## src/rtl/vga_fb_arbiter.sv

```systemverilog
// Frame-buffer arbiter: shares one single-port RAM between the VGA fetch path
// (fixed priority), a draw-engine writer (req/ack) and a clear-screen engine.
// Net HCount -> RGB latency is 2 clocks; the top level delays the syncs to match.
module vga_fb_arbiter #(
   parameter int unsigned H_ACTIVE = 640,
   parameter int unsigned V_ACTIVE = 480,
   parameter int unsigned FB_W     = 160,
   parameter int unsigned FB_H     = 120,
   parameter int unsigned ADDR_W   = 15,
   parameter int unsigned FB_DEPTH = FB_W * FB_H
) (
   input  logic              clk,
   input  logic              rst,
   input  logic [9:0]        HCount,
   input  logic [9:0]        VCount,
   input  logic              wr_req,
   input  logic [ADDR_W-1:0] wr_addr,
   input  logic [2:0]        wr_data,
   output logic              wr_ack,
   input  logic              clear_req,
   input  logic [2:0]        clear_color,
   output logic              clear_busy,
   output logic              frame_tick,
   output logic [ADDR_W-1:0] ram_addr,
   output logic              ram_we,
   output logic [2:0]        ram_wdata,
   input  logic [2:0]        ram_rdata,
   output logic [2:0]        RGB
);

   typedef enum logic [1:0] {IDLE, ARM, CLEAR} state_t;

   state_t            state;
   logic [ADDR_W-1:0] clr_cnt;
   logic [2:0]        clr_color;
   logic [2:0]        pix;
   logic [1:0]        active_d;
   logic              slot_d;

   logic              active_c;
   logic              slot_c;
   logic              vblank_start_c;
   logic              wr_in_range_c;
   logic [ADDR_W-1:0] row_c;
   logic [ADDR_W-1:0] disp_addr_c;

   // Region decode and display address: (VCount>>2)*160 as (v<<7)+(v<<5)
   assign active_c       = (HCount < 10'(H_ACTIVE)) && (VCount < 10'(V_ACTIVE));
   assign slot_c         = active_c && (HCount[1:0] == 2'b00);
   assign vblank_start_c = (VCount == 10'(V_ACTIVE)) && (HCount == 10'd0);
   assign wr_in_range_c  = wr_addr < ADDR_W'(FB_DEPTH);
   assign row_c          = ADDR_W'(VCount[9:2]);
   assign disp_addr_c    = (row_c << 7) + (row_c << 5) + ADDR_W'(HCount[9:2]);

   // RAM port mux: display slot wins, free slots go to the FSM owner
   always_comb begin
      ram_addr  = '0;
      ram_we    = 1'b0;
      ram_wdata = '0;
      wr_ack    = 1'b0;
      if (!rst) begin
         if (slot_c) begin
            ram_addr = disp_addr_c;
         end else begin
            case (state)
               IDLE: begin
                  if (wr_req) begin
                     wr_ack = 1'b1;
                     if (wr_in_range_c) begin
                        ram_we    = 1'b1;
                        ram_addr  = wr_addr;
                        ram_wdata = wr_data;
                     end
                  end
               end
               CLEAR: begin
                  ram_we    = 1'b1;
                  ram_addr  = clr_cnt;
                  ram_wdata = clr_color;
               end
               default: ;
            endcase
         end
      end
   end

   // Frame tick marks the first cycle of vertical blank regardless of FSM state
   assign frame_tick = !rst && vblank_start_c;

   // Pixel output gated by the active flag delayed to match the read pipeline
   assign RGB = (!rst && active_d[1]) ? pix : 3'b000;

   // Display pipeline and clear-engine FSM
   always_ff @(posedge clk) begin
      if (rst) begin
         state      <= IDLE;
         clear_busy <= 1'b0;
         clr_cnt    <= '0;
         clr_color  <= '0;
         pix        <= '0;
         active_d   <= '0;
         slot_d     <= 1'b0;
      end else begin
         active_d <= {active_d[0], active_c};
         slot_d   <= slot_c;
         if (slot_d) begin
            pix <= ram_rdata;
         end
         case (state)
            IDLE: begin
               if (clear_req) begin
                  clr_color  <= clear_color;
                  clear_busy <= 1'b1;
                  state      <= ARM;
               end
            end
            ARM: begin
               if (vblank_start_c) begin
                  clr_cnt <= '0;
                  state   <= CLEAR;
               end
            end
            CLEAR: begin
               if (!slot_c) begin
                  if (clr_cnt == ADDR_W'(FB_DEPTH - 1)) begin
                     clear_busy <= 1'b0;
                     state      <= IDLE;
                  end else begin
                     clr_cnt <= clr_cnt + ADDR_W'(1);
                  end
               end
            end
            default: state <= IDLE;
         endcase
      end
   end

endmodule

```

## config.mk

```make
export PLATFORM = sky130hd
export DESIGN_NAME = vga_fb_arbiter
export DESIGN_NICKNAME = d
export VERILOG_FILES = /design/src/rtl/vga_fb_arbiter.sv
export SDC_FILE = /design/constraint.sdc
export NUM_CORES = 1
export LEC_CHECK = 0
export BUFFER_PORTS_ARGS = -buffer_cell sky130_fd_sc_hd__clkbuf_2
export CORE_MARGIN = 10
export CORE_UTILIZATION = 55
export CTS_BUF_LIST = sky130_fd_sc_hd__clkbuf_4
export CTS_CLUSTER_DIAMETER = 150
export DETAILED_ROUTE_END_ITERATION = 10
export PLACE_DENSITY_LB_ADDON = 0.12
export SYNTH_ARGS = -nofsm -noshare
export SYNTH_HDL_FRONTEND = slang
export SYNTH_SLANG_ARGS = --single-unit
```

## constraint.sdc

```tcl
create_clock -name clk -period 6.3 [get_ports clk]
set_input_delay 0.315 -clock clk [delete_from_list [all_inputs] [get_ports clk]]
set_output_delay 0.315 -clock clk [all_outputs]
set_load 0.02 [all_outputs]
```

==> impl_metrics.env, run 1 <==
export IMPL_status="complete, no violations"
export IMPL_area_delta_synth_final_pct=17.6
export IMPL_pwr_density_cell_nw_per_um2=138
export IMPL_vias=2418
export IMPL_ys_seq_area_share_pct=24.0
export IMPL_setup_viol=0
export IMPL_fin_crit_sh_pct=47.1
export IMPL_port_buffers=72
export IMPL_grt_overflow=0
export IMPL_synth_commonest_cells="dfxtp_1 (27), nand2_1 (25), nor2_1 (24), a21oi_1 (16), ha_1 (16)"
export IMPL_synth_warnings=0
export IMPL_syn_area_per_cell_um2=7.82
export IMPL_crit_path_start="HCount[9]"
export IMPL_antenna_cells=0
export IMPL_crit_buf_inv=4
export IMPL_clk_pin_slew_worst_paths_ps=170
export IMPL_grt_pass1_wl_mm=11.1
export IMPL_power_leakage_nw=1.16
export IMPL_synth_area_um2=2250
export IMPL_seqCellArea_um2=541
export IMPL_initial_core_util_pct=56.7
export IMPL_row_count=23
export IMPL_cp_top_family="compound AO/OA/AOI/OAI gates"
export IMPL_critPathLaunchType="primary input"
export IMPL_critical_path_max_stage_delay_ps=440
export IMPL_clock_sinks=27
export IMPL_r2r_slack_ps=3890
export IMPL_cts_root_buf="clkbuf_4"
export IMPL_multi_input_area_um2=1600
export IMPL_worst_pin_slew_ps=782
export IMPL_synth_top_area_share_pct=24.0
export IMPL_fmax_ghz=0.337
export IMPL_dr_first_iter_drc_count=159
export IMPL_placed_area_um2=2620
export IMPL_die_w_um=84.0
export IMPL_drc_errors=0
export IMPL_post_synth_top_count_cell="dfxtp_1"
export IMPL_final_cell_area_um2=2650
export IMPL_finalPower_mw=0.367
export IMPL_arrival_ps=2650
export IMPL_crit_chain="clkbuf_2 > inv_1 > fa_1 > inv_1 > ha_1 > nor2b_1 > o31a_1 > o311ai_0 > o211ai_1 > a21oi_1 > clkbuf_2"
export IMPL_synth_cell_types=58
export IMPL_syn_inst=288
export IMPL_hold_buffers=0
export IMPL_ios=73
export IMPL_ant_nets=0
export IMPL_grt_pass1_vias=2291
export IMPL_dieArea_um2=7060
export IMPL_crit_type="primary input to primary output"
export IMPL_async_flop_share_pct=0
export IMPL_critPathRequiredTime_ps=5980
export IMPL_peakVddDrop_v=0.000140
export IMPL_routedWlPerCell_um=16.4
export IMPL_fin_worst_skew_ps=16.0
export IMPL_critPathCaptureType="primary output"
export IMPL_synth_seq_cells=27
export IMPL_place_gp_congestion=0.852
export IMPL_cp_endpoint="ram_addr[12]"
export IMPL_numCtsBuffers=3
export IMPL_cp_depth=11
export IMPL_ff2ff_path_depth=4
export IMPL_yosys_area_top_type="dfxtp_1"
export IMPL_post_route_min_period_ps=2970
export IMPL_setup_tns_ps=0
export IMPL_drt_pass1_iterations=4
export IMPL_report_final_slew_viol_count=0
export IMPL_finalNetCount=417
export IMPL_dp_hpwl_mm=5.32
export IMPL_synthTopCellsByArea="dfxtp_1 (24%), ha_1 (8.9%), a22oi_1 (5.0%)"
export IMPL_synth_edff_count=0
export IMPL_cp_max_fo=4
export IMPL_critPathSlowestCell="o311ai_0"
export IMPL_track_usage_pct=18.1
export IMPL_clock_path_buffers=2
export IMPL_wirelength_mm=6.56
export IMPL_cts_setup_buffers=0
export IMPL_min_path_type="primary input to flip-flop"
export IMPL_die_height_um=84.0
export IMPL_drive_gt1_share_pct=25.4
export IMPL_cts_resized=0
export IMPL_slew_headroom_pct=46.5
export IMPL_cts_tree="yes"
export IMPL_insertion_delay_ps=340
export IMPL_synth_nets=354
export IMPL_fillers=360
export IMPL_viasPerCell=6.05
export IMPL_antenna_found_initial=0
export IMPL_htree_num_levels=1
export IMPL_hold_viol=0
export IMPL_synthFlopType="dfxtp_1"
export IMPL_r2r_start="state[1]$_SDFFE_PP0P_"
export IMPL_rsz0062_at_grt="no"
export IMPL_grt_max_degree=23
export IMPL_maxCapViolCount=0
export IMPL_core_um2=3970
export IMPL_r2r_end="clr_cnt[5]$_SDFFE_PP0P_"
metrics by stage:
step / hold WS (ps) / util [%] / setup slack (ps) / std cells
2_1_floorplan: 414 / - / 3590 / 288
3_3_place_gp: 420 / 65.9 / 3440 / 396
6_report: 190 / 66.7 / 3330 / 400
5_1_grt: 193 / 66.7 / 3150 / 400
3_5_place_dp: 435 / 65.9 / 3350 / 396
4_1_cts: 188 / 66.7 / 3330 / 400
worst reg2reg max path: stages, from the launching register on:
cell and delay [ps]:
dfxtp_1 790, nor2b_1 670, nand2_1 340, a2111oi_2 390, mux2_2 200
registers in the layout (all words and copies together), names as in the netlist:
name	cells
clr_cnt	15
clr_color	3
slot_d	1
state	2
clear_busy	1
active_d	2
pix	3
worst min-delay path by stage:
stage,start,endpoint,depth (start not counted)
6_report,clear_color[0],clr_color[0]$_SDFFE_PP0P_,3
5_1_grt,clear_color[2],clr_color[2]$_SDFFE_PP0P_,3
4_1_cts,clear_color[2],clr_color[2]$_SDFFE_PP0P_,3
3_5_place_dp,active_d[0]$_SDFF_PP0_,active_d[1]$_SDFF_PP0_,1
3_3_place_gp,active_d[0]$_SDFF_PP0_,active_d[1]$_SDFF_PP0_,1
2_1_floorplan,active_d[0]$_SDFF_PP0_,active_d[1]$_SDFF_PP0_,1
power breakdown:
group	internal (mW)	total, mW	switching (mW)
logic	0.0453	0.106	0.0612
clock network	0.0259	0.0837	0.0578
registers	0.174	0.177	0.00269
total	0.245	0.367	0.122
layout make-up:
class | count | share of cell area (%)
clock buffer | 3 | 0.850
inverter | 13 | 1.84
multi-input combinational | 233 | 60.3
sequential | 27 | 20.4
tap | 50 | 2.36
clock inverter | 1 | 0.331
timing repair buffer | 73 | 13.9
layer usage:
metal,part of all wire (%),global-route usage [%],vias to the layer above
met5,0,0,-
li1,-,-,1208
met3,5.6,4.00,6
met2,50,32.3,69
met1,43,21.4,1135
met4,1.1,3.81,0
placed cells by master (no fill, tap or decap), types with 2 or more instances in the layout:
| master | count |
|---|---|
| clkbuf_2 | 72 |
| dfxtp_1 | 27 |
| nand2_1 | 25 |
| nor2_1 | 24 |
| a21oi_1 | 16 |
| ha_1 | 16 |
| a22oi_1 | 15 |
| nand3_1 | 12 |
| inv_1 | 12 |
| nor4_1 | 12 |
| o21ai_0 | 10 |
| nor2b_1 | 9 |
| nor3_1 | 7 |
| o21a_1 | 6 |
| mux2i_1 | 6 |
| o22ai_1 | 5 |
| and3_1 | 4 |
| xor2_1 | 4 |
| a22o_1 | 4 |
| a31oi_1 | 4 |
| and2_1 | 3 |
| or2_2 | 3 |
| nand3b_1 | 3 |
| nand4_1 | 3 |
| o22a_1 | 3 |
| xnor2_1 | 3 |
| clkbuf_4 | 3 |
| nor3b_1 | 2 |
| o211ai_1 | 2 |
| a2111oi_2 | 2 |
| or3_1 | 2 |
| a2111oi_0 | 2 |
| o31ai_1 | 2 |
| a21boi_0 | 2 |
| fa_1 | 2 |
cell families after synthesis:
family                   share of synthesized area, %
multiplexers                                     3.16
buffers and inverters                            5.05
flip-flops                                       24.0
AND/OR/NAND/NOR                                  27.5
AO/OA/AOI/OAI                                    26.9
XOR/XNOR                                         2.72
adder cells (fa/ha/maj)                          10.7
Note: power is estimated with default switching activity, not from simulation.
==> run 2: changes to the inputs <==
Settings changed: CORE_UTILIZATION 55 to 48.
Clock period 6.3 ns to 2.62 ns, I/O delays scaled along.
==> impl_metrics.env, run 2 (synthesis results as in run 1) <==
export IMPL_status="complete, no violations"
export IMPL_cts_tree="yes"
export IMPL_hold_buffers=0
export IMPL_htree_num_levels=1
export IMPL_top_register="clr_cnt"
export IMPL_clk_pin_slew_worst_paths_ps=150
export IMPL_critPathRequiredTime_ps=2490
export IMPL_numCtsBuffers=3
export IMPL_fin_worst_skew_ps=5.10
export IMPL_port_buffers=72
export IMPL_routedWlPerCell_um=16.5
export IMPL_top_regs="clr_cnt (15), clr_color (3), pix (3)"
export IMPL_initial_core_util_pct=50.7
export IMPL_maxCapViolCount=0
export IMPL_dp_hpwl_mm=5.52
export IMPL_cts_root_buf="clkbuf_4"
export IMPL_clock_sinks=27
export IMPL_largest_reg_flops=15
export IMPL_arrival_ps=2330
export IMPL_dr_first_iter_drc_count=163
export IMPL_grt_pass1_wl_mm=11.2
export IMPL_fmax_ghz=0.406
export IMPL_finalPower_mw=0.883
export IMPL_die_w_um=88.5
export IMPL_viasPerCell=5.88
export IMPL_die_height_um=88.5
export IMPL_fin_crit_sh_pct=94.1
export IMPL_grt_max_degree=22
export IMPL_setup_viol=0
export IMPL_report_final_slew_viol_count=0
export IMPL_clock_path_buffers=2
export IMPL_antenna_found_initial=0
export IMPL_cts_setup_buffers=0
export IMPL_vias=2398
export IMPL_insertion_delay_ps=340
export IMPL_drt_pass1_iterations=5
export IMPL_grt_overflow=0
export IMPL_setup_tns_ps=0
export IMPL_rsz0062_at_grt="no"
export IMPL_place_gp_congestion=0.882
export IMPL_critPathCaptureType="primary output"
export IMPL_cp_max_fo=3
export IMPL_pwr_density_cell_nw_per_um2=326
export IMPL_row_count=24
export IMPL_multi_input_area_um2=1620
export IMPL_ant_nets=0
export IMPL_seqCellArea_um2=541
export IMPL_slew_headroom_pct=64.0
export IMPL_drc_errors=0
export IMPL_post_route_min_period_ps=2460
export IMPL_hold_viol=0
export IMPL_critPathLaunchType="primary input"
export IMPL_fillers=432
export IMPL_track_usage_pct=17.5
export IMPL_drive_gt1_share_pct=27.5
export IMPL_mostFrequentLayoutCell="clkbuf_2"
export IMPL_grt_pass1_vias=2337
export IMPL_finalNetCount=423
export IMPL_dieArea_um2=7830
export IMPL_wirelength_mm=6.75
export IMPL_final_cell_mix="clkbuf_2 (72), dfxtp_1 (27), nand2_1 (25)"
export IMPL_antenna_cells=0
export IMPL_fin_util_pct=61.0
export IMPL_area_delta_synth_final_pct=20.4
export IMPL_peakVddDrop_v=0.000244
export IMPL_worst_pin_slew_ps=535
export IMPL_ios=73
export IMPL_min_path_type="primary input to flip-flop"
export IMPL_power_leakage_nw=1.19
export IMPL_core_um2=4440
export IMPL_crit_type="primary input to primary output"
-- run 2: cell count changes in the layout (fill, tap and decap cells not counted), sizes merged --
cell / change
inv: -1
clkinvlp: +1
buf: +6
-- run 2: cell type report --
| class | instances | area share (%) |
|---|---|---|
| multi-input combinational | 233 | 59.5 |
| clock buffer | 3 | 0.830 |
| sequential | 27 | 19.9 |
| timing repair buffer | 79 | 15.2 |
| tap | 52 | 2.40 |
| inverter | 13 | 1.80 |
| clock inverter | 1 | 0.277 |
-- run 2: worst max-delay path, cell delays in order --
cell and delay [ps]:
clkbuf_2 100, inv_1 50, fa_1 520, fa_1 480, nor2b_2 150, o31a_1 210, o311ai_2 110, a21bo_2 230
a31oi_1 150, clkbuf_2 190
-- run 2: path summary, 6_finish.rpt --
path | start | to | slack, ps | depth (start not counted)
min | clear_color[2] | clr_color[2]$_SDFFE_PP0P_ | 20 | 3
min reg2reg | active_d[0]$_SDFF_PP0_ | active_d[1]$_SDFF_PP0_ | 460 | 1
max | HCount[9] | ram_addr[14] | 160 | 10
max reg2reg | clr_cnt[0]$_SDFFE_PP0P_ | clr_cnt[14]$_SDFFE_PP0P_ | 520 | 6
-- run 2: repair_timing --
item | CTS | global route
gates resized for setup | 0 | 4
hold endpoints to repair | 0 | 0
endpoints found under the setup margin | 0 | 3
-- run 2: power by group --
group          internal [mW]  switching (mW)  total (mW)
Combinational          0.114           0.152       0.266
Sequential             0.418         0.00641       0.425
Clock                 0.0586           0.134       0.193
-- run 2: routing by layer --
metal / vias up / track usage, % / part of all wire, %
met5: - / 0 / 0
met4: 0 / 5.14 / 1.2
met3: 9 / 3.31 / 5.0
met2: 41 / 29.7 / 50
met1: 1126 / 21.9 / 44
li1: 1222 / - / -
-- run 2: per-stage QoR --
| stage | setup slack, ps | hold WS (ps) | std cells | cell area [µm²] |
|---|---|---|---|---|
| floorplan | 276 | 233 | 288 | 2250 |
| global placement | 117 | 370 | 404 | 2670 |
| detailed placement | 67.5 | 377 | 404 | 2670 |
| CTS | 63.9 | 16.4 | 408 | 2700 |
| global route | 11.0 | 8.00 | 408 | 2710 |
| finish | 155 | 18.2 | 408 | 2710 |
==> run 3: changes to the inputs <==
Settings changed: REMOVE_ABC_BUFFERS set to 1, SLEW_MARGIN set to 20.
==> impl_metrics.env, run 3 (synthesis results as in run 1) <==
export IMPL_status="complete, no violations"
export IMPL_drc_errors=0
export IMPL_cts_root_buf="clkbuf_4"
export IMPL_critPathRequiredTime_ps=2490
export IMPL_hold_viol=0
export IMPL_mostFrequentLayoutCell="clkbuf_2"
export IMPL_antenna_cells=0
export IMPL_dieArea_um2=7830
export IMPL_fillers=444
export IMPL_slew_headroom_pct=55.7
export IMPL_power_leakage_nw=1.19
export IMPL_clock_path_buffers=2
export IMPL_placedCellCount=405
export IMPL_vias=2459
export IMPL_grt_pass1_vias=2297
export IMPL_place_gp_congestion=0.855
export IMPL_area_delta_synth_final_pct=20.3
export IMPL_pwr_density_cell_nw_per_um2=326
export IMPL_final_cell_area_um2=2710
export IMPL_largest_reg_flops=15
export IMPL_post_route_min_period_ps=2470
export IMPL_top_regs="clr_cnt (15), clr_color (3), pix (3)"
export IMPL_viasPerCell=6.01
export IMPL_critPathCaptureType="primary output"
export IMPL_die_w_um=88.5
export IMPL_critical_path_max_stage_delay_ps=530
export IMPL_hold_buffers=0
export IMPL_maxCapViolCount=0
export IMPL_clock_sinks=27
export IMPL_cts_setup_buffers=0
export IMPL_clk_pin_slew_worst_paths_ps=160
export IMPL_cp_common_cell="fa_1"
export IMPL_arrival_ps=2340
export IMPL_ant_nets=0
export IMPL_setup_viol=0
export IMPL_insertion_delay_ps=340
export IMPL_top_register="clr_cnt"
export IMPL_initial_core_util_pct=50.7
export IMPL_wirelength_mm=7.03
export IMPL_report_final_slew_viol_count=0
export IMPL_core_um2=4440
export IMPL_min_path_type="primary input to flip-flop"
export IMPL_fin_worst_skew_ps=8.32
export IMPL_setup_tns_ps=0
export IMPL_row_count=24
export IMPL_drt_pass1_iterations=4
export IMPL_drive_gt1_share_pct=27.2
export IMPL_cts_tree="yes"
export IMPL_routedWlPerCell_um=17.2
export IMPL_crit_type="primary input to primary output"
export IMPL_htree_num_levels=1
export IMPL_instances_no_fill=409
export IMPL_grt_overflow=0
export IMPL_dr_first_iter_drc_count=148
export IMPL_critPathLaunchType="primary input"
export IMPL_worst_pin_slew_ps=648
export IMPL_track_usage_pct=16.9
export IMPL_rsz0062_at_grt="no"
export IMPL_numCtsBuffers=3
export IMPL_antenna_found_initial=0
export IMPL_grt_max_degree=22
export IMPL_final_cell_mix="clkbuf_2 (71), dfxtp_1 (27), nand2_1 (25)"
export IMPL_ios=73
export IMPL_critPathSlowestCell="fa_1"
export IMPL_fin_util_pct=61.0
export IMPL_finalNetCount=424
export IMPL_crit_chain="clkbuf_2 > inv_1 > fa_1 > fa_1 > nor2b_1 > o31a_1 > o311ai_1 > a21bo_2 > a31oi_1 > buf_2"
export IMPL_fin_crit_sh_pct=94.3
export IMPL_placed_area_um2=2670
export IMPL_cp_max_fo=3
export IMPL_fin_ws_ps=150
export IMPL_dp_hpwl_mm=5.66
export IMPL_hold_slack_ps=10.7
export IMPL_port_buffers=72
export IMPL_post_place_ws_ps=92.6
export IMPL_finalPower_mw=0.883
export IMPL_grt_pass1_wl_mm=10.8
export IMPL_die_height_um=88.5
export IMPL_fmax_ghz=0.405
export IMPL_peakVddDrop_v=0.000270
run 3: cell types whose count changed in the layout (fill, tap and decap cells not counted), sizes merged:
cell and change:
buf +2, clkbuf -1
run 3: worst paths after layout:
check                           depth (start not counted)                        end                     from  slack [ps]
worst max-delay path                                   10               ram_addr[14]                HCount[9]         150
worst min-delay path                                    3  clr_color[1]$_SDFFE_PP0P_           clear_color[1]          10
worst max register to register                          6    clr_cnt[5]$_SDFFE_PP0P_  clr_cnt[0]$_SDFFE_PP0P_         530
worst min register to register                          1     active_d[1]$_SDFF_PP0_   active_d[0]$_SDFF_PP0_         460
run 3: layer usage:
layer	routed length, µm	GRT usage (%)	up-vias
met5	0	0	-
met2	3330	28.9	75
met3	534	3.95	4
met1	3120	21.4	1155
met4	47	2.94	0
li1	-	-	1225
run 3: timing repair:
item / in CTS / in global routing
endpoints found under the setup margin: 0 / 3
resized for setup: 0 / 3
hold endpoints to repair: 0 / 0
run 3: area by class of cell:
class                   count  area (µm²)  area share [%]
multi-input cells         233        1610            59.2
flip-flops and latches     27         541            19.9
repair buffers             80         420            15.5
well taps                  52        65.1            2.40
inverters                  13        48.8            1.80
clock buffers               3        22.5           0.831
clock inverters             1        7.51           0.277
run 3: where the power goes:
part           internal (mW)  switching, mW  total [mW]
clock network         0.0586          0.136       0.195
registers              0.419        0.00689       0.425
logic                  0.113          0.151       0.264
total                  0.590          0.294       0.883
run 3: worst max-delay path, delay by kind of cell:
kind | cells | cell delay [ps]
AOI/OAI and AO/OA | 4 | 680
adders and majority gates | 2 | 1010
buffers and inverters | 3 | 340
and+or+nand+nor | 1 | 170
